<file path="src/rtl/id_stage_control_if.sv">
// rtl/id_stage_control_if.sv - fetch/EX handshake and control-bundle bus of the decode stage
// Purpose: groups every non-clock/reset signal of id_stage_control.
// Ports (slave = decode stage view):
//   in : if_valid, instruction[31:0], flush, ex_ready, ex_rd[4:0], ex_mem_read
//   out: id_ready, ex_valid, ALU_sel[4:0], immediate_sel[2:0], branch_sel[3:0],
//        mem_write[2:0], mem_read[3:0], reg_write_sel[1:0], reg_write_EN,
//        operand1_sel, operand2_sel, illegal_instr, rs1[4:0], rs2[4:0], rd[4:0]
interface id_stage_control_if;
    logic        if_valid;
    logic [31:0] instruction;
    logic        id_ready;
    logic        flush;
    logic        ex_ready;
    logic [4:0]  ex_rd;
    logic        ex_mem_read;
    logic        ex_valid;
    logic [4:0]  ALU_sel;
    logic [2:0]  immediate_sel;
    logic [3:0]  branch_sel;
    logic [2:0]  mem_write;
    logic [3:0]  mem_read;
    logic [1:0]  reg_write_sel;
    logic        reg_write_EN;
    logic        operand1_sel;
    logic        operand2_sel;
    logic        illegal_instr;
    logic [4:0]  rs1;
    logic [4:0]  rs2;
    logic [4:0]  rd;

    modport master (
        output if_valid, instruction, flush, ex_ready, ex_rd, ex_mem_read,
        input  id_ready, ex_valid, ALU_sel, immediate_sel, branch_sel, mem_write,
               mem_read, reg_write_sel, reg_write_EN, operand1_sel, operand2_sel,
               illegal_instr, rs1, rs2, rd
    );

    modport slave (
        input  if_valid, instruction, flush, ex_ready, ex_rd, ex_mem_read,
        output id_ready, ex_valid, ALU_sel, immediate_sel, branch_sel, mem_write,
               mem_read, reg_write_sel, reg_write_EN, operand1_sel, operand2_sel,
               illegal_instr, rs1, rs2, rd
    );
endinterface

</file>
<file path="src/rtl/id_stage_control.sv">
// rtl/id_stage_control.sv - RV32IM decode stage with ID/EX register, load-use and M-op stalls
// Purpose: decodes the IF/ID instruction into the control bundle, registers it into
//   the ID/EX boundary, inserts a bubble on load-use hazards, and holds the front end
//   while a multi-cycle M-extension op occupies EX.
// Optional feature macro: RV32M_EN (M-extension decode and MSTALL sequencing; when
//   undefined, funct7=0000001 on OP decodes as illegal and MUL/DIV_CYCLES are unused).
// Ports:
//   CLK   - clock, all state on rising edge
//   RESET - synchronous, active-high
//   bus   - id_stage_control_if.slave (fetch handshake, EX handshake, hazard inputs,
//           registered control bundle)
module id_stage_control #(
    parameter int MUL_CYCLES = 1,
    parameter int DIV_CYCLES = 8
) (
    input  logic              CLK,
    input  logic              RESET,
    id_stage_control_if.slave bus
);
    localparam logic [6:0] OPC_LUI    = 7'b0110111;
    localparam logic [6:0] OPC_AUIPC  = 7'b0010111;
    localparam logic [6:0] OPC_JAL    = 7'b1101111;
    localparam logic [6:0] OPC_JALR   = 7'b1100111;
    localparam logic [6:0] OPC_BRANCH = 7'b1100011;
    localparam logic [6:0] OPC_LOAD   = 7'b0000011;
    localparam logic [6:0] OPC_STORE  = 7'b0100011;
    localparam logic [6:0] OPC_OPIMM  = 7'b0010011;
    localparam logic [6:0] OPC_OP     = 7'b0110011;

    localparam logic [2:0] IMM_U = 3'b000;
    localparam logic [2:0] IMM_J = 3'b001;
    localparam logic [2:0] IMM_I = 3'b010;
    localparam logic [2:0] IMM_B = 3'b011;
    localparam logic [2:0] IMM_S = 3'b100;

    localparam logic [1:0] WB_PC  = 2'b00;
    localparam logic [1:0] WB_MEM = 2'b01;
    localparam logic [1:0] WB_ALU = 2'b10;

    // The occupancy counter is 4 bits wide.
    if (MUL_CYCLES < 1 || MUL_CYCLES > 15 || DIV_CYCLES < 1 || DIV_CYCLES > 15) begin : g_bad_cycles
        $error("id_stage_control: MUL_CYCLES and DIV_CYCLES must be in 1..15");
    end

    typedef struct packed {
        logic       valid;
        logic [4:0] alu_sel;
        logic [2:0] imm_sel;
        logic [3:0] br_sel;
        logic [2:0] mem_wr;
        logic [3:0] mem_rd;
        logic [1:0] wb_sel;
        logic       wb_en;
        logic       op1_sel;
        logic       op2_sel;
        logic       illegal;
        logic [4:0] rs1;
        logic [4:0] rs2;
        logic [4:0] rd;
    } bundle_t;

    logic [6:0] opcode;
    logic [2:0] funct3;
    logic [6:0] funct7;

    assign opcode = bus.instruction[6:0];
    assign funct3 = bus.instruction[14:12];
    assign funct7 = bus.instruction[31:25];

    bundle_t dec;
    bundle_t q;
    logic    use_rs1;
    logic    use_rs2;
    logic    dec_m;

    always_comb begin
        dec       = '0;
        dec.valid = 1'b1;
        dec.rs1   = bus.instruction[19:15];
        dec.rs2   = bus.instruction[24:20];
        dec.rd    = bus.instruction[11:7];
        use_rs1   = 1'b0;
        use_rs2   = 1'b0;
        dec_m     = 1'b0;
        case (opcode)
            OPC_LUI: begin
                dec.alu_sel = 5'b11000;
                dec.imm_sel = IMM_U;
                dec.op2_sel = 1'b1;
                dec.wb_en   = 1'b1;
                dec.wb_sel  = WB_ALU;
            end
            OPC_AUIPC: begin
                dec.imm_sel = IMM_U;
                dec.op1_sel = 1'b1;
                dec.op2_sel = 1'b1;
                dec.wb_en   = 1'b1;
                dec.wb_sel  = WB_ALU;
            end
            OPC_JAL: begin
                dec.imm_sel = IMM_J;
                dec.op1_sel = 1'b1;
                dec.op2_sel = 1'b1;
                dec.br_sel  = 4'b1010;
                dec.wb_en   = 1'b1;
                dec.wb_sel  = WB_PC;
            end
            OPC_JALR: begin
                use_rs1     = 1'b1;
                dec.alu_sel = 5'b10000;
                dec.imm_sel = IMM_I;
                dec.op2_sel = 1'b1;
                dec.br_sel  = 4'b1010;
                dec.wb_en   = 1'b1;
                dec.wb_sel  = WB_PC;
            end
            OPC_BRANCH: begin
                use_rs1     = 1'b1;
                use_rs2     = 1'b1;
                dec.imm_sel = IMM_B;
                dec.op1_sel = 1'b1;
                dec.op2_sel = 1'b1;
                dec.br_sel  = {1'b1, funct3};
            end
            OPC_LOAD: begin
                use_rs1     = 1'b1;
                dec.imm_sel = IMM_I;
                dec.op2_sel = 1'b1;
                dec.mem_rd  = {1'b1, funct3};
                dec.wb_en   = 1'b1;
                dec.wb_sel  = WB_MEM;
            end
            OPC_STORE: begin
                use_rs1     = 1'b1;
                use_rs2     = 1'b1;
                dec.imm_sel = IMM_S;
                dec.op2_sel = 1'b1;
                dec.mem_wr  = {1'b1, funct3[1:0]};
            end
            OPC_OPIMM: begin
                use_rs1     = 1'b1;
                dec.imm_sel = IMM_I;
                dec.op2_sel = 1'b1;
                // Only SRAI carries an arithmetic flag; for ADDI etc. bit 30 is immediate data.
                dec.alu_sel = {(funct3 == 3'b101) & funct7[5], 1'b0, funct3};
                dec.wb_en   = 1'b1;
                dec.wb_sel  = WB_ALU;
            end
            OPC_OP: begin
                // Hazard tracking is by opcode, so an illegal OP still compares both sources.
                use_rs1 = 1'b1;
                use_rs2 = 1'b1;
                if (funct7 == 7'b0000000 ||
                    (funct7 == 7'b0100000 && (funct3 == 3'b000 || funct3 == 3'b101))) begin
                    dec.alu_sel = {funct7[5], 1'b0, funct3};
                    dec.wb_en   = 1'b1;
                    dec.wb_sel  = WB_ALU;
                end
`ifdef RV32M_EN
                else if (funct7 == 7'b0000001) begin
                    dec.alu_sel = {2'b01, funct3};
                    dec.wb_en   = 1'b1;
                    dec.wb_sel  = WB_ALU;
                    dec_m       = 1'b1;
                end
`endif
                else begin
                    dec.illegal = 1'b1;
                end
            end
            default: dec.illegal = 1'b1;
        endcase
    end

    logic hazard;
    logic upd;
    logic id_ready;
    logic take;

    assign hazard = q.valid & bus.ex_mem_read & (bus.ex_rd != 5'd0) &
                    ((use_rs1 & (bus.ex_rd == dec.rs1)) | (use_rs2 & (bus.ex_rd == dec.rs2)));
    assign upd    = ~q.valid | bus.ex_ready;
    assign take   = bus.if_valid & id_ready;

`ifdef RV32M_EN
    typedef enum logic {ST_RUN, ST_MSTALL} state_t;

    state_t     state;
    logic [3:0] cnt;
    logic [3:0] dec_cycles;

    // funct3[2] separates the divide group from the multiply group.
    assign dec_cycles = funct3[2] ? 4'(DIV_CYCLES) : 4'(MUL_CYCLES);
    assign id_ready   = (state == ST_RUN) & ~hazard & upd & ~bus.flush;

    always_ff @(posedge CLK) begin
        if (RESET || bus.flush) begin
            q     <= '0;
            state <= ST_RUN;
            cnt   <= 4'd0;
        end else if (upd) begin
            if (take) begin
                q <= dec;
                if (dec_m && dec_cycles > 4'd1) begin
                    state <= ST_MSTALL;
                    cnt   <= dec_cycles - 4'd1;
                end
            end else begin
                q <= '0;
                if (state == ST_MSTALL) begin
                    cnt <= cnt - 4'd1;
                    if (cnt == 4'd1) begin
                        state <= ST_RUN;
                    end
                end
            end
        end
    end
`else
    assign id_ready = ~hazard & upd & ~bus.flush;

    always_ff @(posedge CLK) begin
        if (RESET || bus.flush) begin
            q <= '0;
        end else if (upd) begin
            q <= take ? dec : '0;
        end
    end
`endif

    assign bus.id_ready      = id_ready;
    assign bus.ex_valid      = q.valid;
    assign bus.ALU_sel       = q.alu_sel;
    assign bus.immediate_sel = q.imm_sel;
    assign bus.branch_sel    = q.br_sel;
    assign bus.mem_write     = q.mem_wr;
    assign bus.mem_read      = q.mem_rd;
    assign bus.reg_write_sel = q.wb_sel;
    assign bus.reg_write_EN  = q.wb_en;
    assign bus.operand1_sel  = q.op1_sel;
    assign bus.operand2_sel  = q.op2_sel;
    assign bus.illegal_instr = q.illegal;
    assign bus.rs1           = q.rs1;
    assign bus.rs2           = q.rs2;
    assign bus.rd            = q.rd;
endmodule

</file>
<file path="src/flat_wrapper.sv">
// flat-port wrapper written by rule: the top's interface ports become plain ports
module id_stage_control_flat 
#(
    parameter int MUL_CYCLES = 1,
    parameter int DIV_CYCLES = 8
)
  (CLK, RESET, bus_if_valid, bus_instruction, bus_flush, bus_ex_ready, bus_ex_rd, bus_ex_mem_read, bus_id_ready, bus_ex_valid, bus_ALU_sel, bus_immediate_sel, bus_branch_sel, bus_mem_write, bus_mem_read, bus_reg_write_sel, bus_reg_write_EN, bus_operand1_sel, bus_operand2_sel, bus_illegal_instr, bus_rs1, bus_rs2, bus_rd);
  id_stage_control_if bus_i ();
  input  logic CLK;
  input  logic RESET;
  input wire logic [$bits(bus_i.if_valid)-1:0] bus_if_valid;
  input wire logic [$bits(bus_i.instruction)-1:0] bus_instruction;
  input wire logic [$bits(bus_i.flush)-1:0] bus_flush;
  input wire logic [$bits(bus_i.ex_ready)-1:0] bus_ex_ready;
  input wire logic [$bits(bus_i.ex_rd)-1:0] bus_ex_rd;
  input wire logic [$bits(bus_i.ex_mem_read)-1:0] bus_ex_mem_read;
  output wire logic [$bits(bus_i.id_ready)-1:0] bus_id_ready;
  output wire logic [$bits(bus_i.ex_valid)-1:0] bus_ex_valid;
  output wire logic [$bits(bus_i.ALU_sel)-1:0] bus_ALU_sel;
  output wire logic [$bits(bus_i.immediate_sel)-1:0] bus_immediate_sel;
  output wire logic [$bits(bus_i.branch_sel)-1:0] bus_branch_sel;
  output wire logic [$bits(bus_i.mem_write)-1:0] bus_mem_write;
  output wire logic [$bits(bus_i.mem_read)-1:0] bus_mem_read;
  output wire logic [$bits(bus_i.reg_write_sel)-1:0] bus_reg_write_sel;
  output wire logic [$bits(bus_i.reg_write_EN)-1:0] bus_reg_write_EN;
  output wire logic [$bits(bus_i.operand1_sel)-1:0] bus_operand1_sel;
  output wire logic [$bits(bus_i.operand2_sel)-1:0] bus_operand2_sel;
  output wire logic [$bits(bus_i.illegal_instr)-1:0] bus_illegal_instr;
  output wire logic [$bits(bus_i.rs1)-1:0] bus_rs1;
  output wire logic [$bits(bus_i.rs2)-1:0] bus_rs2;
  output wire logic [$bits(bus_i.rd)-1:0] bus_rd;
  assign bus_i.if_valid = bus_if_valid;
  assign bus_i.instruction = bus_instruction;
  assign bus_i.flush = bus_flush;
  assign bus_i.ex_ready = bus_ex_ready;
  assign bus_i.ex_rd = bus_ex_rd;
  assign bus_i.ex_mem_read = bus_ex_mem_read;
  assign bus_id_ready = bus_i.id_ready;
  assign bus_ex_valid = bus_i.ex_valid;
  assign bus_ALU_sel = bus_i.ALU_sel;
  assign bus_immediate_sel = bus_i.immediate_sel;
  assign bus_branch_sel = bus_i.branch_sel;
  assign bus_mem_write = bus_i.mem_write;
  assign bus_mem_read = bus_i.mem_read;
  assign bus_reg_write_sel = bus_i.reg_write_sel;
  assign bus_reg_write_EN = bus_i.reg_write_EN;
  assign bus_operand1_sel = bus_i.operand1_sel;
  assign bus_operand2_sel = bus_i.operand2_sel;
  assign bus_illegal_instr = bus_i.illegal_instr;
  assign bus_rs1 = bus_i.rs1;
  assign bus_rs2 = bus_i.rs2;
  assign bus_rd = bus_i.rd;
  id_stage_control #(.MUL_CYCLES(MUL_CYCLES), .DIV_CYCLES(DIV_CYCLES)) u_core (.CLK(CLK), .RESET(RESET), .bus(bus_i));
endmodule
</file>
<file path="config.mk">
export PLATFORM = sky130hd
export DESIGN_NAME = id_stage_control_flat
export DESIGN_NICKNAME = d
export VERILOG_FILES = /design/src/rtl/id_stage_control_if.sv /design/src/rtl/id_stage_control.sv /design/src/flat_wrapper.sv
export SDC_FILE = /design/constraint.sdc
export NUM_CORES = 1
export LEC_CHECK = 0
export ABC_AREA = 0
export BUFFER_PORTS_ARGS = -buffer_cell sky130_fd_sc_hd__buf_2
export CAP_MARGIN = 20
export CORE_MARGIN = 2
export CORE_UTILIZATION = 41
export CTS_CLUSTER_SIZE = 24
export DETAILED_ROUTE_END_ITERATION = 8
export PLACE_DENSITY_LB_ADDON = 0.3
export SLEW_MARGIN = 20
export SYNTH_ARGS = -nofsm -noshare
export SYNTH_HDL_FRONTEND = slang
export SYNTH_SLANG_ARGS = --single-unit
</file>
<file path="constraint.sdc">
create_clock -name CLK -period 1.6 [get_ports CLK]
set_clock_uncertainty 0.05 [all_clocks]
set_input_delay 0.16 -clock CLK [delete_from_list [all_inputs] [get_ports CLK]]
set_output_delay 0.16 -clock CLK [all_outputs]
set_load 0.01 [all_outputs]
</file>
# Yosys cells after proc, flatten, opt, wreduce, memory -nomap -nowiden

Index checks and enable logic that the tools add are counted.

Register bits: 41
Input port bits: 43
Logic and storage cells: 70

Equal/unequal tests: 13
Mux-type cells: 15
Bitwise operators: 14
Reductions and logical operators: 14

Operators with widths:

| kind                                                             | count |
|---|---|
| 41-bit 2-to-1 mux                                                | 1 |
| 7-bit by 6-bit == test with 1-bit output (second input constant) | 4 |
| 3-bit case mux with 4 select lines                               | 2 |
| 7-bit == test (second input constant)                            | 3 |
| 5-bit case mux with 4 select lines                               | 1 |
| 7-bit by 5-bit == test with 1-bit output (second input constant) | 2 |
| 3-bit OR reduction                                               | 4 |
| 5-bit == test                                                    | 2 |
| 1-bit AND                                                        | 9 |
| 4-bit case mux with 2 select lines                               | 1 |
| 8-bit OR reduction                                               | 1 |
| 7-bit by 2-bit == test with 1-bit output (second input constant) | 1 |
| 7-bit zero test                                                  | 1 |
| 3-bit 2-to-1 mux                                                 | 2 |
| 6-bit OR reduction                                               | 1 |
| 1-bit 2-to-1 mux                                                 | 5 |
| 5-bit 2-to-1 mux                                                 | 1 |
| 5-bit nonzero test                                               | 1 |
| 4-bit 2-to-1 mux                                                 | 1 |
| 3-bit == test (second input constant)                            | 1 |
| 3-bit zero test                                                  | 1 |
| 1-bit logical OR                                                 | 3 |
| 1-bit NOT                                                        | 3 |
| 1-bit bitwise OR                                                 | 2 |
| other kinds (3)                                                  | 3 |

# Depth between registers and ports, before layout

Depth after elaboration: 11
Depth in mapped cells: 8

# Worst setup path before layout

Ideal clock, no wire load.

Path kind: input to register
Start point: input bus_instruction[3]
End point: register u_core.q (netlist bit u_core.bus.ALU_sel[1])
Library setup time: 117 ps
Data arrival time: 1,556 ps
Setup slack: -123 ps
Stages: 8
Path buffers: 3
Cells stage by stage: nand4bb_1 > buf_2 > or3_1 > o22ai_2 > a21oi_2 > buf_6 > buf_6 > a32o_1

Word-level cells in the longest chain between the ends: 11
Elaborated cells between the ends (all ways): 21
Classes of those cells: eq/ne: 7; mux: 4; bitwise: 8; reduce/logical: 2

RTL lines:

| element                                                                          | RTL line                | text |
|---|---|---|
| start: declaration                                                               | flat_wrapper.sv:12      | `input wire logic [$bits(bus_i.instruction)-1:0] bus_instruction;` |
| 7-bit by 6-bit == test with 1-bit output, or another cell as far along           | id_stage_control.sv:85  | `case (opcode)` |
| 6-bit OR reduction (no source line) / 3-bit OR reduction (equally long branches) | n/a                     |  |
| 1-bit 2-to-1 mux                                                                 | id_stage_control.sv:85  |  |
| 1-bit AND                                                                        | id_stage_control.sv:181 | `((use_rs1 & (bus.ex_rd == dec.rs1)) \| (use_rs2 & (bus.ex_rd == dec.rs2)));` |
| 1-bit bitwise OR                                                                 | id_stage_control.sv:181 |  |
| 1-bit AND                                                                        | id_stage_control.sv:180 | `assign hazard = q.valid & bus.ex_mem_read & (bus.ex_rd != 5'd0) &` |
| 1-bit NOT                                                                        | id_stage_control.sv:220 | `assign id_ready = ~hazard & upd & ~bus.flush;` |
| 1-bit AND (2 in series)                                                          | id_stage_control.sv:220 |  |
| 1-bit AND                                                                        | id_stage_control.sv:183 | `assign take = bus.if_valid & id_ready;` |
| 41-bit 2-to-1 mux (*)                                                            | id_stage_control.sv:226 | `q <= take ? dec : '0;` |
| end signal: assignment                                                           | id_stage_control.sv:226 |  |
| end: declaration                                                                 | id_stage_control.sv:71  | `bundle_t q;` |

Every way passes the cells marked *; elsewhere a longest branch is shown, timed or not.
A chain may end at the register's enable or synchronous reset.

# Worst setup path in the final report

Start point: input bus_ex_rd[0]
End point: output bus_id_ready

Word-level cells in the longest chain between the ends: 7
Elaborated cells between the ends (all ways): 11
Classes of those cells: eq/ne: 2; bitwise: 8; reduce/logical: 1

RTL lines:

| element                     | RTL line                | text |
|---|---|---|
| start: declaration          | flat_wrapper.sv:15      | `input wire logic [$bits(bus_i.ex_rd)-1:0] bus_ex_rd;` |
| 5-bit == test               | id_stage_control.sv:181 |  |
| 1-bit AND                   | id_stage_control.sv:181 |  |
| 1-bit bitwise OR            | id_stage_control.sv:181 |  |
| 1-bit AND (*)               | id_stage_control.sv:180 |  |
| 1-bit NOT (*)               | id_stage_control.sv:220 |  |
| 1-bit AND (*) (2 in series) | id_stage_control.sv:220 |  |
| end: declaration            | flat_wrapper.sv:17      | `output wire logic [$bits(bus_i.id_ready)-1:0] bus_id_ready;` |

Marked as above.

==> results.toml <==
[power_and_ir_drop]
intPower_uw = 1740
p_leak_uw = 0.00125
peakVddDrop_v = 0.000661
switching_share_pct = 22.0
seqPwrFrac_pct = 44.1
switching_power_uw = 489
powerDensity_nw_per_um2 = 858
pwr-share-clk_pct = 43.8
combPwrFrac_pct = 12.0

[synthesis]
synth_compound_area_share_pct = 29.3
ys_ff_latch = 39
synth-xor-area-share_pct = 5.96
syn_nets = 208
synthMuxAreaShare_pct = 0.638
syn-instance-count = 165
ys_seq_area_share_pct = 44.3
async_flop_share_pct = 0
yosys_warnings = 0
synth-simple-area-share_pct = 14.7
synth_edf_count = 0
synth_area_sq_um = 1760
synth_fa_ha_area_share_pct = 0
synth_cell_types = 44
postSynthAreaPerCell_sq_um = 10.7
ys.flop_type = "dfxtp_1"
synth_top_family_by_area = "compound AO/OA/AOI/OAI gates"

[cts]
clock_latency_ns = 0.28
clk_path_buf_depth = 2
clock-sinks = 39
root_buffer = "clkbuf_8"
htree_num_levels = 2
path_clk_slew_ns = 0.08
cts_tree = "yes"
cts_made_buffers = 5

[global_route]
grtUsageMet2_pct = 32.6
antenna_found_initial = 0
top_usage_layer = "met2"
grt_pass1_vias = 1719
gr-usage-all-layers_pct = 20.2
grt_use_met1_pct = 27.2
grt-ovfl-total = 0
grt_pass1_wl_mm = 7.98
grt_max_degree = 23
use_met3_pct = 4.07

[timing]
hold_viol = 0
max_freq_ghz = 0.638
hold_ws_ns = 0.0558
rsz0062_at_grt = "false"
setup_tns_ns = 0
fin_crit_sh_pct = 97.9
min_period_ns = 1.57
setup_viol = 0
final_max_slew_viol_count = 0
slew_headroom_pct = 75.5
worst_pin_slew_ns = 0.364

[detailed_routing]
wl_per_cell_um = 15.4
wl_mm = 4.99
dr.pass1.iters = 4
first_iter_violations = 152
vias = 1797
drc = 0
ant_nets = 0
viasPerCell = 5.55

[layout]
fill_cells = 338
finalNonFillerCells = 324
drive_above_1_share_pct = 50.4
antenna_cells = 0
area_growth_pct = 47.0
num-nets-final = 316
final_area_sq_um = 2590
final_cell_mix = "85 x buf_2, 39 x dfxtp_1, 34 x a32o_1, 30 x buf_4"
fin_util_pct = 63.9
final_common_cell = "buf_2"

[worst_setup_path]
reg2reg_setup_slack_ns = 0.09
crit_required_ns = 1.39
critPathKind = "input pin to output port"
crit_path_end_kind = "output port"
cp_data_arrival_time_ns = 1.36
crit_fanout = 2
startpoint_type = "input pin"

[placement]
io_buffers = 84
routabilityCongestion = 0.876
placed_cells = 315
place_area_sq_um = 2420
dp_hpwl_mm = 3.82

[die]
die_h_um = 69.6
dieArea_sq_um = 4840
coreArea_sq_um = 4060
initial_utilization_pct = 43.5
die_x_um = 69.6
num_io_pins = 85
rows = 23

[job]
cap_viol_max_count = 0

[status]
status = "completed"

[min_path]
hold_class = "input pin to flip-flop"
[cell type report]
class,instances,area [sq um],share of cell area (%)
clock inverters,3,67.6,2.61
flip-flops and latches,39,781,30.1
well taps,50,62.6,2.41
inverters,1,3.75,0.145
multi-input cells,109,927,35.8
repair buffers,117,682,26.3
clock buffers,5,68.8,2.65
[final timing paths]
path,start,to,cells past startpoint
setup / recovery,bus_ex_rd[0],bus_id_ready,5
hold / removal,bus_instruction[9],u_core.bus.rd[2],2
setup reg to reg,u_core.bus.ex_valid,u_core.bus.rs2[3],5
hold reg to reg,u_core.bus.mem_read[0],u_core.bus.mem_read[0],1
[layer usage]
layer | wire length, um | part of all wire, % | up-vias
met2 | 2420 | 49 | 59
met5 | 0 | 0 | -
met1 | 2270 | 46 | 858
met3 | 251 | 5.0 | 4
met4 | 42 | 0.84 | 0
li1 | - | - | 876
[cells in the mapped netlist (2+ instances only)]
cell type	count	area share, %
a22o_1	2	0.99
or3_1	3	1.1
nor2b_1	2	0.71
nor2_1	5	1.1
buf_4	2	0.85
buf_2	4	1.1
nor4_1	2	0.71
dfxtp_1	39	44
and3_1	3	1.1
nand4_1	3	1.1
nand2b_1	2	0.71
a32o_1	34	19
buf_6	2	1.3
or2_2	3	1.1
xnor2_1	6	3.0
and2_1	6	2.1
o21a_1	2	0.85
a21o_1	3	1.3
o221a_2	2	1.3
clkbuf_1	7	1.5
or4_1	3	1.3
nand3_1	2	0.57
nand3b_1	2	0.85
xor2_1	6	3.0
[logic make-up (layout without fill, tap and decap cells)]
kind of cell,count (synthesis),count (layout)
mux,1,1
simple gates,41,41
xor+xnor,12,12
buf+inv,17,126
flops,39,39
compound gates,55,55
[state kept, by name, indices dropped and copies added (netlist names), 2 cells and up]
signal                    count
u_core.bus.mem_write          3
u_core.bus.mem_read           4
u_core.bus.rs1                5
u_core.bus.branch_sel         4
u_core.bus.ALU_sel            5
u_core.bus.immediate_sel      2
u_core.bus.rs2                5
u_core.bus.rd                 5
[worst max-delay path, cell delays in order]
cell and delay (ns):
buf_2 0.11, or3_1 0.39, o311a_4 0.34, a211oi_2 0.19, buf_2 0.16
[through the flow]
stage / setup WS (ns) / power, uW
after detailed placement: -0.185 / 1260
after floorplan: -0.0824 / 1120
after global routing: 0.0232 / 2320
after global placement: -0.160 / 1260
after CTS: -0.00690 / 2240
final: 0.0337 / 2230
[power groups by stage]
stage | sequential, uW | clock, uW | combinational [uW]
5_1_grt | 983 | 1040 | 289
2_1_floorplan | 1010 | 0 | 108
4_1_cts | 982 | 997 | 258
3_3_place_gp | 1000 | 0 | 254
6_report | 982 | 975 | 267
3_5_place_dp | 1010 | 0 | 256
[what timing repair did]
action	in CTS	in global routing
gates cloned	0	1
hold endpoints to repair	0	0
hold buffers	0	0
gates resized for setup	0	5
endpoints found under the setup margin	7	40
buffers inserted	0	0
Note: power is estimated with default switching activity, not from simulation.
